===== src/rtl/bcd_multi_cnt.sv =====
// Multi-digit BCD up/down counter with programmable inclusive bounds.
// Supports wrap or saturate at the bounds, parallel load with BCD validation,
// a combinational terminal-count flag for chaining, and registered pulses
// for wrap events and rejected loads.
module bcd_multi_cnt #(
  parameter int unsigned DIGITS = 4
) (
  input  logic                  clk,
  input  logic                  rst,
  input  logic                  en,
  input  logic                  dir,
  input  logic                  mode,
  input  logic                  load,
  input  logic [4*DIGITS-1:0]   load_val,
  input  logic [4*DIGITS-1:0]   min_val,
  input  logic [4*DIGITS-1:0]   max_val,
  output logic [4*DIGITS-1:0]   cnt,
  output logic                  tc,
  output logic                  wrap,
  output logic                  err,
  output logic                  cfg_err
);

  localparam int unsigned W = 4 * DIGITS;

  logic [W-1:0] cnt_q, cnt_d;
  logic         wrap_q, wrap_d;
  logic         err_q, err_d;
  logic         at_max, at_min;

  // Every nibble must be a decimal digit.
  function automatic logic is_bcd(input logic [W-1:0] v);
    logic ok;
    ok = 1'b1;
    for (int unsigned i = 0; i < DIGITS; i++) begin
      if (v[4*i +: 4] > 4'd9) ok = 1'b0;
    end
    return ok;
  endfunction

  // BCD increment: a 9 rolls to 0 and carries into the next digit.
  function automatic logic [W-1:0] bcd_inc(input logic [W-1:0] v);
    logic [W-1:0] r;
    logic         c;
    r = v;
    c = 1'b1;
    for (int unsigned i = 0; i < DIGITS; i++) begin
      if (c) begin
        if (v[4*i +: 4] == 4'd9) begin
          r[4*i +: 4] = 4'd0;
        end else begin
          r[4*i +: 4] = v[4*i +: 4] + 4'd1;
          c = 1'b0;
        end
      end
    end
    return r;
  endfunction

  // BCD decrement: a 0 rolls to 9 and borrows from the next digit.
  function automatic logic [W-1:0] bcd_dec(input logic [W-1:0] v);
    logic [W-1:0] r;
    logic         b;
    r = v;
    b = 1'b1;
    for (int unsigned i = 0; i < DIGITS; i++) begin
      if (b) begin
        if (v[4*i +: 4] == 4'd0) begin
          r[4*i +: 4] = 4'd9;
        end else begin
          r[4*i +: 4] = v[4*i +: 4] - 4'd1;
          b = 1'b0;
        end
      end
    end
    return r;
  endfunction

  // Bound checks and terminal count; for valid BCD a plain binary compare
  // orders values the same way as a decimal compare.
  always_comb begin
    cfg_err = !is_bcd(min_val) || !is_bcd(max_val) || (min_val > max_val);
    at_max  = (cnt_q >= max_val);
    at_min  = (cnt_q <= min_val);
    tc      = !cfg_err && ((dir && at_max) || (!dir && at_min));
  end

  // Next-state selection: load, then config hold, then count, else hold.
  always_comb begin
    cnt_d  = cnt_q;
    wrap_d = 1'b0;
    err_d  = 1'b0;
    if (load) begin
      if (is_bcd(load_val)) cnt_d = load_val;
      else                  err_d = 1'b1;
    end else if (cfg_err) begin
      cnt_d = cnt_q;
    end else if (en) begin
      if (dir) begin
        if (!at_max) begin
          cnt_d = bcd_inc(cnt_q);
        end else if (!mode) begin
          cnt_d  = min_val;
          wrap_d = 1'b1;
        end
      end else begin
        if (!at_min) begin
          cnt_d = bcd_dec(cnt_q);
        end else if (!mode) begin
          cnt_d  = max_val;
          wrap_d = 1'b1;
        end
      end
    end
  end

  // State registers with asynchronous active-low reset.
  always_ff @(posedge clk or negedge rst) begin
    if (!rst) begin
      cnt_q  <= '0;
      wrap_q <= 1'b0;
      err_q  <= 1'b0;
    end else begin
      cnt_q  <= cnt_d;
      wrap_q <= wrap_d;
      err_q  <= err_d;
    end
  end

  assign cnt  = cnt_q;
  assign wrap = wrap_q;
  assign err  = err_q;

endmodule

===== config.mk =====
export PLATFORM = sky130hd
export DESIGN_NAME = bcd_multi_cnt
export DESIGN_NICKNAME = d
export VERILOG_FILES = /design/src/rtl/bcd_multi_cnt.sv
export SDC_FILE = /design/constraint.sdc
export NUM_CORES = 1
export LEC_CHECK = 0
export CAP_MARGIN = 20
export CELL_PAD_IN_SITES_DETAIL_PLACEMENT = 0
export CELL_PAD_IN_SITES_GLOBAL_PLACEMENT = 1
export CORE_MARGIN = 2
export CORE_UTILIZATION = 28
export CTS_CLUSTER_DIAMETER = 50
export DETAILED_ROUTE_END_ITERATION = 10
export PLACE_DENSITY = 0.71
export SETUP_SLACK_MARGIN = 0.15
export SLEW_MARGIN = 25
export SYNTH_ARGS = -nofsm -noshare
export SYNTH_HDL_FRONTEND = slang
export SYNTH_SLANG_ARGS = --single-unit

===== constraint.sdc =====
create_clock -name clk -period 7.7 [get_ports clk]
set_input_delay 1.925 -clock clk [delete_from_list [all_inputs] [get_ports clk]]
set_output_delay 1.925 -clock clk [all_outputs]
set_load 0.02 [all_outputs]

==> results.md, run 1 <==
- For this block, the initial DRC count from the detailed router was ~130.
- In this design, the stage delay of the slowest critical-path cell is around 0.54 ns.
- Among cell families on the critical path, the largest total delay comes from buffers and inverters.
- Along the worst path, the maximum fanout reaches 32.
- The path with the worst hold slack has its endpoint at cnt[7]$_DFFE_PN0P_.
- The number of core rows is 38.
- A synthesized cell averages 7.45 um^2.
- In this run, post-CTS repair resized a total of 0 instances.
- Entering global routing, the biggest net connects 33 pins.
- The number of global-route vias before repair is ~3400.
- Between clock sinks in the finished design, the worst skew comes to 0.00361 ns.
- Detailed placement ended at an HPWL of slightly below 9000 um.
- The final max-slew violation count came to 0.
- After technology mapping, the gate count stands at around 420.
- At the worst endpoint, the arrival time is 4.82 ns.
- The nature of the critical path endpoint is an output pin.
- In the routed layout, each cell is associated on average with a via count of approximately 5.5.
- Timing would allow up to 148 MHz.
- The signed area change from the synthesized netlist to the final layout is 27.2%.
- The die covers 12100 um^2.
- Measured along the y axis, the die boundary spans 110 um.
- The post-route antenna net violation count is 0.
- The root buffer selected by CTS is sky130_fd_sc_hd__clkbuf_8.
- The worst hold path stage count is 2.
- Of the cells placed in the final design, the portion with a size suffix greater than 1 is 4.99%.
- Across every metal layer, demand over resource in global routing totals 19.0%.
- The startpoint of the lowest-slack register-to-register path is cnt[0]$_DFFE_PN0P_.
- Setup repair after global routing left no endpoint under its margin.
- Port buffering added 73 buffers.
- The cell area after synthesis is ~3200 um^2.
- The number of synthesized flops with an enable pin is 0.
- Across all register-to-register paths, the minimum setup slack is 4.23 ns.
- Wires add up to 11300 um.
- The hold-fix buffer count after cts is 0.
- The number of antenna violations at the first check in global routing came to 0.
- The first global-routing pass estimated 17600 um of wire.
- The clock latency of the later-clocked register in the worst-skew pair is 0.27 ns.
- After clock tree synthesis, the clock-pin slew on the worst setup and hold paths is 0.09 ns.
- For this design, the slowest cell found on the critical path is sky130_fd_sc_hd__clkdlybuf4s50_1.
- By area the synthesized netlist is led by sky130_fd_sc_hd__ha_1, sky130_fd_sc_hd__dfrtp_1, sky130_fd_sc_hd__o21ai_0, sky130_fd_sc_hd__nand2_1, sky130_fd_sc_hd__inv_1.
- The average wire per cell in the routed design is 18.2 um.
- No sink is reached through more buffers than the 2 on the longest clock path.
- Data on the critical path is required at its endpoint by 5.78 ns.
- For this run, the detailed router's first-pass iteration total came to 4.
- The analysis attributes to cell leakage a power of 0.00173 uW.
- The post-route total power is around 1200 uW.
- The number of distinct library cells after synthesis is 61.
- The depth of the most critical reg-to-reg path is 11.
- The detailed-route DRC error count is 0.
- The total power density per cell area is 306 nW/um^2.
- The final-stage net count is 585.
- Walking the worst path, the cells encountered are clkdlybuf4s50_1 > inv_1 > ha_1 > nand4_2 > nor4_2 > a21boi_2 > o31a_4 > nor2_1 > a21oi_1 > nor2_1 > clkdlybuf4s50_1.
- After synthesis the netlist holds a flip-flop and latch count of 18.
- The buffering stage count on the worst path with inverters included is 3.
- The setup TNS is 0 ns.
- The core region is 10900 um^2.
- Setup violations remaining at the end of the flow were counted as 0.
- between 70 and 80 I/O pins were placed.
- The clock buffer count from CTS is 3.
- The share of synthesized flip-flops with an asynchronous set or reset is 100%.
- Among all flip-flop cells after synthesis, the most frequent one is sky130_fd_sc_hd__dfrtp_1.
- The warning count from the yosys run is 0.
- The clock tree from TritonCTS is yes.
- The worst slack on hold paths is 0.685 ns.
- Once the floorplan was initialized, standard cells occupied 28.9% of the core.
- Leaving out fill and tap cells, the most frequent cell in the layout is sky130_fd_sc_hd__clkdlybuf4s50_1.
- The transition time of the tightest slew-check pin is 0.922 ns.
- The overall overflow remaining after global route is 0.
- After clock tree synthesis, the setup repair step added 0 buffers.
- Sequential elements use between 10% and 20% of the synthesized area.
- The library cells used most frequently in the layout, excluding fill and tap cells, are sky130_fd_sc_hd__clkdlybuf4s50_1, sky130_fd_sc_hd__o21ai_0, sky130_fd_sc_hd__ha_1, sky130_fd_sc_hd__nand2_1, sky130_fd_sc_hd__inv_1.
- The tool flagged a number of max-cap violations equal to 0.
- The number of nets in the synthesized netlist is 525.
- The clock net in this run drives a total of 18 sinks.
- The H-tree level count is 1.
- The total via count in the routed design is 3428.
- The endpoint identified for the worst register-to-register timing path is cnt[12]$_DFFE_PN0P_.
- Routability-driven placement finished with a final weighted congestion of 0.940.
- The min-delay analysis places its worst path in the category register to register.
- The proportion of netlist area held by the largest area contributor is 19.1%.
- The flow ran to the end, and the final reports show no timing, DRC or antenna violations.
- Across the VDD grid, the largest voltage drop is 106 uV.
- Of all cell types, the one taking the most synthesized area is sky130_fd_sc_hd__ha_1.
- The minimum clock period after layout is 6.75 ns.
- The startpoint type of the worst setup path is an input pin.
- The count of antenna diodes in the layout is 0.
- The headroom to the max-slew limit is 38.3%.
- The critical hold path startpoint is cnt[7]$_DFFE_PN0P_.
- The part of the cycle the worst path needs is 87.6%.
- The worst setup path is of the input pin to output pin kind.
- The die is 110 um wide.
- The number of hold violations in the final report is 0.
registers in the layout, indices dropped and copies added, names as in the netlist:
name	flops
cnt	16
err	1
wrap	1
cell families after synthesis:
logic type / share of synthesized area (%)
compound gates: 34.2
xor+xnor: 1.67
fa+ha+maj: 19.1
buf+inv: 8.74
flops: 14.3
mux: 3.26
simple gates: 18.8
cell type report:
class                      count  area (um^2)
fill                        1138         6880
multi-input combinational    340         2420
timing repair buffer          77          756
sequential                    18          450
tap                          140          175
inverter                      43          161
clock buffer                   3         41.3
metrics by stage:
step	instance area (um^2)	std cells	utilization, %	setup slack, ns
after floorplan	3150	423	-	2.16
after global placement	3970	618	36.5	0.992
after detailed placement	3970	618	36.5	0.945
after CTS	4010	621	36.9	0.921
after global routing	4010	621	36.8	0.693
final	4010	621	36.8	0.951
worst min-delay path: cells and delay by family, from the launching register on:
| family | cells | cell delay [ns] |
|---|---|---|
| AO/OA/AOI/OAI | 1 | 0.06 |
| flip-flops | 1 | 0.49 |
| AND/OR/NAND/NOR | 1 | 0.10 |
metal layers:
metal,wire length [um],track usage [%]
met1,5140,26.2
met4,382,7.23
met5,0,0
met2,4910,29.8
met3,842,2.70
power breakdown:
part	switching [uW]	internal, uW
Sequential	129	133
Combinational	491	397
Clock	41.3	35.1
Total	661	566
cells in the mapped netlist, types with 5 or more instances:
library cell and number:
sky130_fd_sc_hd__o21ai_0 49, sky130_fd_sc_hd__ha_1 48, sky130_fd_sc_hd__nand2_1 44, sky130_fd_sc_hd__inv_1 42
sky130_fd_sc_hd__nor2_1 33, sky130_fd_sc_hd__a21oi_1 31, sky130_fd_sc_hd__dfrtp_1 18, sky130_fd_sc_hd__a211oi_1 12
sky130_fd_sc_hd__clkbuf_1 12, sky130_fd_sc_hd__o31ai_1 10, sky130_fd_sc_hd__nand4_1 9, sky130_fd_sc_hd__mux2i_1 8
sky130_fd_sc_hd__a21o_1 7, sky130_fd_sc_hd__nand3_1 6, sky130_fd_sc_hd__o211ai_1 6, sky130_fd_sc_hd__xnor2_1 6
sky130_fd_sc_hd__a221oi_1 5, sky130_fd_sc_hd__a311oi_1 5
worst max-delay path by stage:
| stage | slack [ns] | startpoint | end | cells past startpoint |
|---|---|---|---|---|
| 2_1_floorplan | 2.16 | min_val[7] | tc | 10 |
| 3_3_place_gp | 0.99 | min_val[15] | tc | 11 |
| 3_5_place_dp | 0.95 | min_val[15] | tc | 11 |
| 4_1_cts | 0.92 | min_val[15] | tc | 11 |
| 5_1_grt | 0.69 | min_val[15] | tc | 11 |
| 6_report | 0.95 | min_val[15] | tc | 11 |
No activity file was read; power rests on OpenSTA's default activity.
==> inputs of run 2 (changes only) <==
==> constraint.sdc (replaced) <==
create_clock -name clk -period 7.7 [get_ports clk]
set_input_delay 1.925 -clock clk [delete_from_list [all_inputs] [get_ports clk]]
set_output_delay 1.925 -clock clk [all_outputs]
set_load 0.01 [all_outputs]
==> run 2 against run 1 <==
Sequential power about the same. Setup slack worse by 0.11 ns. Die area unchanged. Core utilization down 0.057 points. Non-clock buffer count down 2. Cell count down 0.16%. Worst hold slack better by 0.016 ns. Register-to-register slack better by 0.20 ns. Combinational power down 4.3%. Sequential share of layout area about the same. Routed wire length about the same. Critical endpoint unchanged.
==> results.md, run 2 (synthesized netlist as in run 1, its figures left out) <==
- The all-layer global routing usage is 19.0%.
- The worst pin sits at a relative slew slack of 42.5%.
- Summed over all layers, the routed wires come to 11300 um.
- The min-delay analysis places its worst path in the category register to register.
- Across all register-to-register paths, the minimum setup slack is 4.43 ns.
- For this design the static power due to leakage is 0.00173 uW.
- The H-tree level count is 1.
- The worst slack on hold paths is 0.701 ns.
- Relative to the synthesized area, the layout overhead comes to 27.0%.
- The number of antenna diodes in the final layout is 0.
- The number of vias per cell is 5.53.
- Dividing the detail-routed wire length by the instance count gives 18.2 um.
- The number of flip-flops under the largest register name is 16.
- The clock tree from TritonCTS is yes.
- The global placer's final weighted congestion is 0.932.
- The total power density per cell area is 302 nW/um^2.
- Clock tree synthesis selected as its root buffer the cell sky130_fd_sc_hd__clkbuf_8.
- The number of global-route vias before repair came to around 3300.
- The maximum number of pins on one net before global-route repair is 33.
- After clock tree synthesis, the clock-pin slew on the worst setup and hold paths is 0.09 ns.
- The first TritonRoute pass finished after 4 iterations.
- The most common library cell in the layout ignoring fill and taps is sky130_fd_sc_hd__clkdlybuf4s50_1.
- Once the clock tree was built, the setup fixing pass inserted 0 buffers.
- The detailed-route DRC error count is 0.
- In the final timing run, aggregate negative setup slack is 0 ns.
- Once layout is complete, the cells apart from fillers number 620.
- The later pin in the worst-skew pair is clocked with a latency of 0.28 ns.
- In this run the standard cell core region covers 10900 um^2.
- The post-placement cell count is 616.
- The data required time at the worst endpoint is 5.78 ns.
- The number of core rows is 38.
- The arrival time at the worst endpoint is 4.94 ns.
- For this run, the slowest stage of the critical path takes roughly 0.57 ns.
- The detail route stage leaves a number of antenna-violating nets equal to 0.
- The number of antenna violations at the first check in global routing came to 0.
- For the pin with the worst max-slew slack, the measured transition is 0.859 ns.
- In this run the worst path has a maximum fanout of 12.
- The kind of cell with the highest combined delay along the critical path is buffers and inverters.
- The clock net in this run drives a total of 18 sinks.
- The buffering stage count on the worst path with inverters included is 3.
- The first-iteration detailed-routing DRC count is between 200 and 250.
- The worst setup path is launched from an input pin.
- The final clock skew is 0.00243 ns.
- The flow ran to the end, and the final reports show no timing, DRC or antenna violations.
- Setup repair after global routing left no endpoint under its margin.
- The worst setup path is captured at an output pin.
- The total of endpoints with negative setup slack in the final report is 0.
- For this run the aggregate overflow at the end of global routing stands at 0.
- The setup path with the least slack is of type input pin to output pin.
- The maximum vdd ir drop is between 100 and 150 uV.
- The top cell types in the final layout, fill and taps aside, are sky130_fd_sc_hd__clkdlybuf4s50_1, sky130_fd_sc_hd__o21ai_0, sky130_fd_sc_hd__ha_1, sky130_fd_sc_hd__nand2_1, sky130_fd_sc_hd__inv_1.
- The HPWL reported at the end of detailed placement is 8850 um.
- The hold-fix buffer count after cts is 0.
- Once the clock tree was built, the resizer swapped 0 gates to a different size.
- The total via count in the routed design is 3430.
- The worst-path cell with the longest stage delay is sky130_fd_sc_hd__clkdlybuf4s50_1.
- The proportion of layout cells with a drive suffix above 1 is 5.00%.
- The clock buffer count from CTS is 3.
- The number of hold violations in the final report was 0.
- The die span in x is 110 um.
- Traced cell by cell, the critical path runs through clkdlybuf4s50_1 > inv_1 > ha_1 > and4_1 > nand3_1 > o32a_1 > nand2_1 > a21oi_1 > nor2_1 > clkdlybuf4s50_1.
- The minimum clock period after layout is just under 7 ns.
- Pin placement for this block handled 74 I/O pins.
- In this run the deepest clock path goes through 2 buffers.
- From bottom edge to top edge, the die measures 110 um.
- The worst path uses 89.1% of the clock period.
- The number of maximum-capacitance constraint violations is 0.
- For this configuration, the core starts out at a cell density of 28.9%.
- The first global-routing pass estimated 17600 um of wire.
- The count of buffers from port buffering is 73.
- The die area is ~12000 um^2.
- The most used cell along the critical path is sky130_fd_sc_hd__clkdlybuf4s50_1.
- The final max-slew violation count is 0.
- After the last flow step, the layout net total stands at approximately 580.
- The maximum clock rate is around 150 MHz.
[run 2: changes by cell type in the layout (fill, tap and decap cells not counted), sizes merged]
cell,before,now
buf,5,4
clkbuf,3,4
clkdlybuf4s50,72,71
[run 2: tightest hold or removal path, cell delays in order, from the launching register on]
cell	delay, ns
sky130_fd_sc_hd__dfrtp_1	0.50
sky130_fd_sc_hd__nand2_1	0.10
sky130_fd_sc_hd__o31ai_1	0.06
[run 2: area by class of cell]
| type | instances | area [um^2] |
|---|---|---|
| fill | 1149 | 6890 |
| clock buffer | 4 | 55.1 |
| multi-input combinational | 340 | 2420 |
| sequential | 18 | 450 |
| tap | 140 | 175 |
| inverter | 43 | 161 |
| timing repair buffer | 75 | 736 |
[run 2: path summary, 6_finish.rpt]
path	from	depth (start not counted)	to
max	max_val[14]	10	tc
min	cnt[7]$_DFFE_PN0P_	2	cnt[7]$_DFFE_PN0P_
max reg2reg	cnt[0]$_DFFE_PN0P_	10	cnt[12]$_DFFE_PN0P_
min reg2reg	cnt[7]$_DFFE_PN0P_	2	cnt[7]$_DFFE_PN0P_
max in group asynchronous	rst	1	cnt[7]$_DFFE_PN0P_
min in group asynchronous	rst	1	cnt[13]$_DFFE_PN0P_
[run 2: layer usage]
metal / vias to the layer above / GRT usage (%) / part of all wire, %
met1: 1626 / 27.5 / 47
met5: - / 0 / 0
li1: 1679 / - / -
met4: 0 / 4.43 / 1.1
met2: 114 / 29.9 / 45
met3: 11 / 2.41 / 6.5
[run 2: through the flow]
stage	setup slack, ns	util (%)	total power [uW]	area [um^2]
final	0.840	36.8	1210	4000
after global routing	0.668	36.8	1320	4000
after CTS	0.798	36.9	1210	4010
after detailed placement	0.825	36.3	1110	3960
after global placement	0.832	36.3	1110	3960
after floorplan	2.28	-	847	3150
[run 2: power breakdown]
part	internal, uW	switching [uW]
registers	133	132
logic	392	458
clock network	45.9	46.9
total	571	638
==> inputs of run 3 (changes only) <==
- ABC_CLOCK_PERIOD_IN_PS: not set -> 7700
==> results of run 3 <==
Final layout, timing and power as in run 2 (identical DEF).
